===== src/rtl/status_led_pkg.sv =====
// Shared constants for the status LED controller.
// - Per-channel mode encodings.
// - A helper that extracts channel i's 2-bit mode field from the packed ch_mode bus.
package status_led_pkg;

  // Upper bound on the channel count that mode_of can index.
  localparam int unsigned MAX_CH = 32;

  localparam logic [1:0] MODE_FOLLOW = 2'b00;
  localparam logic [1:0] MODE_INVERT = 2'b01;
  localparam logic [1:0] MODE_BLINK  = 2'b10;
  localparam logic [1:0] MODE_LATCH  = 2'b11;

  // Returns bits [2*idx+1:2*idx] of modes.
  // A shift is used instead of an indexed part-select so that no index-width
  // truncation occurs.
  function automatic logic [1:0] mode_of(input logic [2*MAX_CH-1:0] modes,
                                         input int unsigned          idx);
    logic [2*MAX_CH-1:0] sh;
    sh = modes >> (2 * idx);
    return sh[1:0];
  endfunction

endpackage


===== src/rtl/status_led_ctrl_if.sv =====
// Bus between the status LED controller and its user.
// - master: drives ch_in, ch_mode and ack; observes the indicator outputs.
// - slave:  the controller itself.
interface status_led_ctrl_if #(
  parameter int unsigned NUM_CH = 4
);
  logic [NUM_CH-1:0]   ch_in;      // raw asynchronous status inputs, active-high
  logic [2*NUM_CH-1:0] ch_mode;    // 2-bit mode per channel, quasi-static
  logic                ack;        // single-cycle alarm acknowledge
  logic [NUM_CH-1:0]   ch_stable;  // debounced channel levels
  logic [NUM_CH-1:0]   led;        // registered LED drive
  logic                alarm_any;  // any latched alarm
  logic                buzzer;     // alarm_any gated by blink phase

  modport master (
    output ch_in, ch_mode, ack,
    input  ch_stable, led, alarm_any, buzzer
  );

  modport slave (
    input  ch_in, ch_mode, ack,
    output ch_stable, led, alarm_any, buzzer
  );
endinterface


===== src/rtl/status_ch_filter.sv =====
// One status channel: two-flop synchroniser followed by a debounce filter.
// The stable level flips only after the synchronised input has disagreed with it
// for FILT_CNT consecutive cycles.
// Ports:
//   clk, rst  - clock, asynchronous active-high reset
//   ch_i      - raw asynchronous input
//   stable_o  - debounced level
module status_ch_filter #(
  parameter int unsigned FILT_CNT = 50000,
  parameter int unsigned FILT_W   = 16
) (
  input  logic clk,
  input  logic rst,
  input  logic ch_i,
  output logic stable_o
);

  localparam logic [FILT_W-1:0] CntLast = FILT_W'(FILT_CNT - 1);

  logic              sync1_q, sync2_q;
  logic              stable_q, stable_d;
  logic [FILT_W-1:0] cnt_q, cnt_d;

  always_comb begin
    stable_d = stable_q;
    cnt_d    = '0;
    if (sync2_q != stable_q) begin
      if (cnt_q == CntLast) begin
        stable_d = ~stable_q;
      end else begin
        cnt_d = cnt_q + FILT_W'(1);
      end
    end
  end

  always_ff @(posedge clk or posedge rst) begin
    if (rst) begin
      sync1_q  <= 1'b0;
      sync2_q  <= 1'b0;
      stable_q <= 1'b0;
      cnt_q    <= '0;
    end else begin
      sync1_q  <= ch_i;
      sync2_q  <= sync1_q;
      stable_q <= stable_d;
      cnt_q    <= cnt_d;
    end
  end

  assign stable_o = stable_q;

endmodule


===== src/rtl/status_led_ctrl.sv =====
// N-channel status indicator.
// - Each channel is synchronised and debounced.
// - The debounced level drives its LED in one of four modes: follow, invert,
//   blink, or latched alarm.
// - Latched alarms raise alarm_any and an intermittent buzzer until ack.
// Ports:
//   clk, rst  - clock, asynchronous active-high reset
//   bus       - slave side of status_led_ctrl_if
//               (ch_in, ch_mode, ack in; ch_stable, led, alarm_any, buzzer out)
module status_led_ctrl
  import status_led_pkg::*;
#(
  parameter int unsigned NUM_CH    = 4,
  parameter int unsigned FILT_CNT  = 50000,
  parameter int unsigned FILT_W    = 16,
  parameter int unsigned BLINK_DIV = 12500000,
  parameter int unsigned DIV_W     = 24
) (
  input  logic               clk,
  input  logic               rst,
  status_led_ctrl_if.slave   bus
);

  localparam logic [DIV_W-1:0] DivLast = DIV_W'(BLINK_DIV - 1);

  logic [NUM_CH-1:0] stable;
  logic [NUM_CH-1:0] stable_prev_q;
  logic [NUM_CH-1:0] latch_q, latch_d;
  logic [NUM_CH-1:0] led_q, led_d;
  logic [DIV_W-1:0]  div_q, div_d;
  logic              blink_q, blink_d;
  logic              alarm_q, buzzer_q;
  logic [1:0]        mode;

  for (genvar i = 0; i < NUM_CH; i++) begin : g_ch
    status_ch_filter #(
      .FILT_CNT (FILT_CNT),
      .FILT_W   (FILT_W)
    ) u_filter (
      .clk      (clk),
      .rst      (rst),
      .ch_i     (bus.ch_in[i]),
      .stable_o (stable[i])
    );
  end

  // Free-running blink prescaler shared by all channels, keeping them phase-aligned.
  always_comb begin
    div_d   = div_q + DIV_W'(1);
    blink_d = blink_q;
    if (div_q == DivLast) begin
      div_d   = '0;
      blink_d = ~blink_q;
    end
  end

  always_comb begin
    latch_d = '0;
    led_d   = '0;
    mode    = MODE_FOLLOW;
    for (int unsigned i = 0; i < NUM_CH; i++) begin
      mode = mode_of((2 * MAX_CH)'(bus.ch_mode), i);
      // The latch exists only in latch mode.
      // A rising edge beats a simultaneous ack.
      if (mode == MODE_LATCH) begin
        latch_d[i] = (stable[i] & ~stable_prev_q[i]) | (latch_q[i] & ~bus.ack);
      end
      unique case (mode)
        MODE_FOLLOW: led_d[i] = stable[i];
        MODE_INVERT: led_d[i] = ~stable[i];
        MODE_BLINK:  led_d[i] = stable[i] & blink_q;
        MODE_LATCH:  led_d[i] = latch_q[i] & blink_q;
        default:     led_d[i] = 1'b0;
      endcase
    end
  end

  always_ff @(posedge clk or posedge rst) begin
    if (rst) begin
      div_q         <= '0;
      blink_q       <= 1'b0;
      stable_prev_q <= '0;
      latch_q       <= '0;
      led_q         <= '0;
      alarm_q       <= 1'b0;
      buzzer_q      <= 1'b0;
    end else begin
      div_q         <= div_d;
      blink_q       <= blink_d;
      stable_prev_q <= stable;
      latch_q       <= latch_d;
      led_q         <= led_d;
      alarm_q       <= |latch_q;
      buzzer_q      <= (|latch_q) & blink_q;
    end
  end

  assign bus.ch_stable = stable;
  assign bus.led       = led_q;
  assign bus.alarm_any = alarm_q;
  assign bus.buzzer    = buzzer_q;

endmodule


===== src/flat_wrapper.sv =====
// flat-port wrapper written by rule: the top's interface ports become plain ports
module status_led_ctrl_flat import status_led_pkg::*;
#(
  parameter int unsigned NUM_CH    = 4,
  parameter int unsigned FILT_CNT  = 50000,
  parameter int unsigned FILT_W    = 16,
  parameter int unsigned BLINK_DIV = 12500000,
  parameter int unsigned DIV_W     = 24
)
  (clk, rst, bus_ch_in, bus_ch_mode, bus_ack, bus_ch_stable, bus_led, bus_alarm_any, bus_buzzer);
  status_led_ctrl_if #(.NUM_CH(NUM_CH)) bus_i ();
  input  logic clk;
  input  logic rst;
  input wire logic [$bits(bus_i.ch_in)-1:0] bus_ch_in;
  input wire logic [$bits(bus_i.ch_mode)-1:0] bus_ch_mode;
  input wire logic [$bits(bus_i.ack)-1:0] bus_ack;
  output wire logic [$bits(bus_i.ch_stable)-1:0] bus_ch_stable;
  output wire logic [$bits(bus_i.led)-1:0] bus_led;
  output wire logic [$bits(bus_i.alarm_any)-1:0] bus_alarm_any;
  output wire logic [$bits(bus_i.buzzer)-1:0] bus_buzzer;
  assign bus_i.ch_in = bus_ch_in;
  assign bus_i.ch_mode = bus_ch_mode;
  assign bus_i.ack = bus_ack;
  assign bus_ch_stable = bus_i.ch_stable;
  assign bus_led = bus_i.led;
  assign bus_alarm_any = bus_i.alarm_any;
  assign bus_buzzer = bus_i.buzzer;
  status_led_ctrl #(.NUM_CH(NUM_CH), .FILT_CNT(FILT_CNT), .FILT_W(FILT_W), .BLINK_DIV(BLINK_DIV), .DIV_W(DIV_W)) u_core (.clk(clk), .rst(rst), .bus(bus_i));
endmodule

===== config.mk =====
export PLATFORM = sky130hd
export DESIGN_NAME = status_led_ctrl_flat
export DESIGN_NICKNAME = d
export VERILOG_FILES = /design/src/rtl/status_led_pkg.sv /design/src/rtl/status_led_ctrl_if.sv /design/src/rtl/status_ch_filter.sv /design/src/rtl/status_led_ctrl.sv /design/src/flat_wrapper.sv
export SDC_FILE = /design/constraint.sdc
export NUM_CORES = 1
export LEC_CHECK = 0
export CORE_ASPECT_RATIO = 1.4
export CORE_MARGIN = 10
export CORE_UTILIZATION = 59
export DETAILED_ROUTE_END_ITERATION = 10
export PLACE_DENSITY = 0.76
export SLEW_MARGIN = 20
export SYNTH_ARGS = -nofsm -noshare
export SYNTH_HDL_FRONTEND = slang
export SYNTH_SLANG_ARGS = --single-unit

===== constraint.sdc =====
create_clock -name clk -period 5 [get_ports clk]
set_input_delay 0.5 -clock clk [delete_from_list [all_inputs] [get_ports clk]]
set_output_delay 0.5 -clock clk [all_outputs]
set_load 0.03 [all_outputs]

; ---- After elaboration in Yosys (flattened, before gate mapping)
; Cells that the tools add are included.
[totals]
regBits = 115
input_bits = 15
out_inout_bits = 10
[classes]
add_sub_neg = 5
n_eq_ne = 21
n_mux = 17
bitwise = 31
reduce_logical = 9
[op_table]
columns = cell, count
row1 = 16-bit two-way mux, 8
row2 = 16-bit by 1-bit adder with 16-bit output (second input constant), 4
row3 = 16-bit equality test (second input constant), 4
row4 = 24-bit by 1-bit adder with 24-bit output (second input constant), 1
row5 = 24-bit equality test (second input constant), 1
row6 = 24-bit two-way mux, 1
row7 = 1-bit bitwise AND, 17
row8 = 2-bit equality test (second input constant), 8
row9 = 1-bit one-hot mux with 4 select lines, 4
row10 = 1-bit NOT, 10
row11 = 2-bit by 1-bit equality test with 1-bit output (second input constant), 4
row12 = 2-bit logical NOT, 4
row13 = 2-bit AND reduction, 4
row14 = 1-bit two-way mux, 4
row15 = 1-bit != test, 4
row16 = 1-bit bitwise OR, 4
row17 = 4-bit OR reduction, 1

; ---- Depth between registers and ports, before layout
[depth]
word_depth = 4
mapped_depth = 6
mapped_depth_nobuf = 5

; ---- Cells and area by module
; A second synthesis with hierarchy kept.
[hier_totals]
cells_unflattened = 514
hier_area_um2 = 5703.0
[modules_own_cells]
columns = module, instances, cells_per_inst, area_each_um2, seq_area_each_um2
row1 = status_ch_filter, 4, 84, 963.4, 475.5
row2 = status_led_ctrl, 1, 178, 1849.3, 975.9

; ---- Worst setup path after synthesis
; Ideal clock, no wire load.
[synth_path]
path_type = register to register
startpoint = reg u_core.div_q[0]
endpoint = reg u_core.div_q[19]
arrival_time_ps = 1893
setup_slack_ps = 2977
stages_incl_launch_ff = 7
path_buffers = 1
period_less_slack_ps = 2023
path_cell_list = dfrtp_1 > ha_1 > nand4_2 > or4_4 > nor3_4 > buf_4 > a21oi_1
[synth_between]
elab_chain_len = 2
elab_cells_between_ends = 3
cone_classes = add/sub (1) / eq/ne (1) / mux (1)
[synth_rtl]
columns = item, line
row1 = "start, declared", status_led_ctrl.sv:30  ; logic [DIV_W-1:0] div_q, div_d;
row2 = "start signal, assigned", status_led_ctrl.sv:88  ; div_q <= div_d;
row3 = 24-bit by 1-bit adder with 24-bit output or 24-bit equality test (tied branches), "status_led_ctrl.sv:49, status_led_ctrl.sv:51"
row4 = 24-bit two-way mux (*), status_led_ctrl.sv:51  ; if (div_q == DivLast) begin
row5 = via u_core.div_d[19], status_led_ctrl.sv:30
; The timed path passes the listed nets; every way through them passes the cells marked *.
; A chain may end at the register's enable or synchronous reset.

; ---- Worst setup path in the final report
[layout_path]
startpoint = reg u_core.div_q[0]
endpoint = reg u_core.div_q[18]
; Same word-level chain as after synthesis.

==> impl_metrics.tcl <==
set metrics [dict create \
    sort_of_element_at_the_start_of_the_critical_path "flip-flop" \
    cp-end-kind "flip-flop" \
    global_route.usage.total_pct 17.78 \
    cts.root.buffer_cell "sky130_fd_sc_hd__clkbuf_16" \
    xor_and_xnor_area_share_after_synthesis_pct 12.16 \
    regToRegEndpoint "u_core.div_q[18]" \
    layout-area-overhead-vs-synth_pct 18.13 \
    skew_ps 11.13 \
    io_buffer_count 24 \
    setup_violations 0 \
    clock_tree_from_tritoncts "yes" \
    clock_path_buffers 2 \
    cp.required_ps 5260 \
    postRouteAntennaNets 0 \
    first_global_vias 4163 \
    finalSetupTns_ps 0 \
    post_synth_num_cell_types 39 \
    detailed_place.area_um2 5658 \
    detailed_router_s_first_iteration_violation_count 188 \
    p_per_area_nw_per_um2 366.5 \
    placementRows 41 \
    syn_avg_cell_area_um2 10.29 \
    antenna_found_initial 0 \
    synth_mux_area_share_pct 1.033 \
    post_drt_wl_per_cell_um 16.42 \
    route.detailed.vias_per_inst 5.885 \
    r2r_start "u_core.div_q[0]" \
    run_status "complete, no violations" \
    placeableCoreArea_um2 8926 \
    holdBufCountCts 0 \
    compound_gate_portion_of_the_synthesized_area_pct 3.827 \
    gp_routability_congestion 0.8743 \
    hold_start "u_core.g_ch[2].u_filter.sync1_q" \
    floorplan.die.width_um 100.3 \
    grt_pass1_wl_um 19310 \
    synth.ff_latch_count 115 \
    synth_top_family_by_area "simple AND/OR/NAND/NOR gates" \
    grt_setup_unrepaired "false" \
    clk_pin_slew_ps 50 \
    worst_slew_pin_slew_ps 964.2 \
    post-route-period-util_pct 47.30 \
    timing.final.crit_period_ps 2365 \
    worstHoldEndpoint "u_core.g_ch[2].u_filter.sync2_q" \
    critPathSlowestCell "sky130_fd_sc_hd__or4_4" \
    crit_path_max_fanout 16 \
    ff2ff_setup_slack_ps 2640 \
    cellLeakagePower_uw 0.002677 \
    critical_path_class "reg -> reg" \
    critical-path-max-stage-delay_ps 610 \
    syn-instance-count 518 \
    drive_gt1_share_pct 8.688 \
    h-tree-depth 4 \
    insertion_delay_ps 410 \
    fmax_ghz 0.4229 \
    post_cts_resize_count 0 \
    detail_route.drc_violations 0 \
    die_height_um 132.5 \
    drv_slew 0 \
    detailroute.via_count 3949 \
    ff2ff_path_depth 5 \
    synth_sequential_area_ratio_pct 54.00 \
    timing.slew.headroom_pct 35.72 \
    yosys.area_share.simple_pct 24.65 \
    ios 25 \
    die_area_um2 13290 \
    critical_path.cell_chain "ha_1 -> nand4_2 -> or4_4 -> nor3_4 -> nor4_1" \
    synthAdderAreaFrac_pct 1.174 \
    hold_viol_final 0 \
    clock_sinks 115 \
    irDropWorstVdd_v 0.0002970 \
    hpwl_um 7126 \
    first_pass_iters 4 \
    cp_data_arrival_time_ps 2620 \
    synth_fp_nets 538 \
    start_util_pct 59.70 \
    finalWirelength_um 11020 \
    ys_warn_count 0 \
    globalRoute.totalOverflow 0 \
    cap_viol_max_count 0 \
    post_synthesis_instance_area_um2 5329 \
    postCtsSetupRepairBufs 0 \
    worstHoldPathType "reg -> reg" \
    post-route-cell-area_um2 6295 \
    maximum_number_of_pins_on_one_net_before_global_route_repair 79 \
    numCtsBuffers 17 \
    insertedDiodeCount 0 \
    design.final.nets 571 \
    worstHoldPathCells 0 \
]
-- logic make-up (layout without fill, tap and decap cells) --
logic type      Yosys count  after routing
buf+inv                  39             85
fa+ha+maj                 5              5
flops                   115            115
mux                       5              5
simple gates            247            247
xor+xnor                 74             74
compound gates           33             33
-- cells in the mapped netlist --
| master | instances | share of area, % |
|---|---|---|
| sky130_fd_sc_hd__o21ai_0 | 11 | 1.0 |
| sky130_fd_sc_hd__nor4_1 | 21 | 2.5 |
| sky130_fd_sc_hd__nor4_2 | 1 | 0.23 |
| sky130_fd_sc_hd__clkbuf_1 | 5 | 0.35 |
| sky130_fd_sc_hd__dfrtp_1 | 115 | 54 |
| sky130_fd_sc_hd__mux2i_1 | 1 | 0.19 |
| sky130_fd_sc_hd__nor2_1 | 78 | 5.5 |
| sky130_fd_sc_hd__nand3b_1 | 1 | 0.14 |
| sky130_fd_sc_hd__buf_4 | 5 | 0.70 |
| sky130_fd_sc_hd__o22ai_1 | 4 | 0.47 |
| sky130_fd_sc_hd__nand4_1 | 19 | 2.2 |
| sky130_fd_sc_hd__nand2_1 | 20 | 1.4 |
| sky130_fd_sc_hd__nand3_2 | 1 | 0.19 |
| sky130_fd_sc_hd__mux2_2 | 4 | 0.85 |
| sky130_fd_sc_hd__and3_1 | 13 | 1.5 |
| sky130_fd_sc_hd__nor4b_1 | 6 | 0.99 |
| sky130_fd_sc_hd__or2_2 | 3 | 0.35 |
| sky130_fd_sc_hd__nand3_1 | 33 | 3.1 |
| sky130_fd_sc_hd__a21oi_1 | 11 | 1.0 |
| sky130_fd_sc_hd__nand4_2 | 1 | 0.23 |
| sky130_fd_sc_hd__xnor2_1 | 53 | 8.7 |
| sky130_fd_sc_hd__a31oi_1 | 1 | 0.12 |
| sky130_fd_sc_hd__inv_1 | 26 | 1.8 |
| sky130_fd_sc_hd__o31ai_1 | 4 | 0.56 |
| sky130_fd_sc_hd__nor2b_1 | 1 | 0.12 |
| sky130_fd_sc_hd__xor2_1 | 21 | 3.5 |
| sky130_fd_sc_hd__nor3_1 | 20 | 1.9 |
| sky130_fd_sc_hd__buf_1 | 1 | 0.070 |
| sky130_fd_sc_hd__ha_1 | 5 | 1.2 |
| sky130_fd_sc_hd__or3_1 | 11 | 1.3 |
| sky130_fd_sc_hd__nor4bb_1 | 4 | 0.75 |
| sky130_fd_sc_hd__nand4b_1 | 1 | 0.16 |
| sky130_fd_sc_hd__buf_2 | 2 | 0.19 |
| sky130_fd_sc_hd__and2_1 | 3 | 0.35 |
| sky130_fd_sc_hd__nor3_4 | 1 | 0.31 |
| sky130_fd_sc_hd__or4_4 | 1 | 0.21 |
| sky130_fd_sc_hd__o41ai_2 | 2 | 0.61 |
| sky130_fd_sc_hd__and4_1 | 4 | 0.66 |
| sky130_fd_sc_hd__or4_1 | 4 | 0.56 |
-- critical path, delay by kind of cell, from the launching register on --
kind	cells	cell delay, ps
simple gates	4	1530
flops	1	420
fa+ha+maj	1	270
-- cell type report --
cell class / instances / area, µm²
Timing Repair Buffer: 27 / 262.8
Inverter: 26 / 100.1
Clock buffer: 22 / 484.2
Sequential cell: 115 / 2878
Tap cell: 107 / 133.9
Fill cell: 670 / 2631
Clock inverter: 10 / 152.6
Multi-Input combinational cell: 364 / 2283
-- metrics by stage --
stage               power, µW  instances  hold slack, ps  util (%)  setup WS (ps)
floorplan                1007        518           331.2         -           1456
global placement         1036        639           332.4     63.39           2736
detailed placement       1039        639           336.2     63.39           2665
CTS                      2331        671           346.5     70.52           2614
global route             2381        671           352.5     70.52           2430
finish                   2307        671           344.0     70.52           2635
-- report_power, final --
part	total, µW	switching [µW]	internal (µW)
Sequential	955	10.3	945
Clock	1290	404	881
Combinational	66.6	42.7	23.9
-- sequential cells by signal (all words and copies together) (netlist names) --
register and cells:
u_core.g_ch.u_filter.stable_o 4, u_core.bus.buzzer 1, u_core.div_q 24, u_core.stable_prev_q 4, u_core.latch_q 4, u_core.blink_q 1, u_core.g_ch.u_filter.cnt_q 64, u_core.g_ch.u_filter.sync1_q 4
u_core.g_ch.u_filter.sync2_q 4, u_core.bus.led 4, u_core.bus.alarm_any 1
-- layer usage --
metal,global-route usage [%],part of all wire (%)
met5,0,0
met4,9.921,3.1
met3,4.950,3.9
met2,28.65,51
met1,20.66,42
-- placed cells by master (no fill, tap or decap), types with 5 or more instances in the layout --
cell,Yosys,routed
sky130_fd_sc_hd__a21oi_1,11,11
sky130_fd_sc_hd__and3_1,13,13
sky130_fd_sc_hd__clkbuf_16,0,17
sky130_fd_sc_hd__clkdlybuf4s50_1,0,24
sky130_fd_sc_hd__clkinv_2,0,5
sky130_fd_sc_hd__dfrtp_1,115,115
sky130_fd_sc_hd__ha_1,5,5
sky130_fd_sc_hd__inv_1,26,25
sky130_fd_sc_hd__nand2_1,20,20
sky130_fd_sc_hd__nand3_1,33,33
sky130_fd_sc_hd__nand4_1,19,19
sky130_fd_sc_hd__nor2_1,78,78
sky130_fd_sc_hd__nor3_1,20,20
sky130_fd_sc_hd__nor4_1,21,21
sky130_fd_sc_hd__nor4b_1,6,6
sky130_fd_sc_hd__o21ai_0,11,11
sky130_fd_sc_hd__or3_1,11,11
sky130_fd_sc_hd__xnor2_1,53,53
sky130_fd_sc_hd__xor2_1,21,21
-- how the worst max path moves through the flow --
stage                         start                to  cells after the start
floorplan                       rst    u_core.blink_q                      1
global placement    u_core.div_q[0]  u_core.div_q[18]                      5
detailed placement  u_core.div_q[0]  u_core.div_q[18]                      5
CTS                 u_core.div_q[0]  u_core.div_q[18]                      5
global route        u_core.div_q[0]  u_core.div_q[18]                      5
finish              u_core.div_q[0]  u_core.div_q[18]                      5
Power figures use the tool's default switching activity.
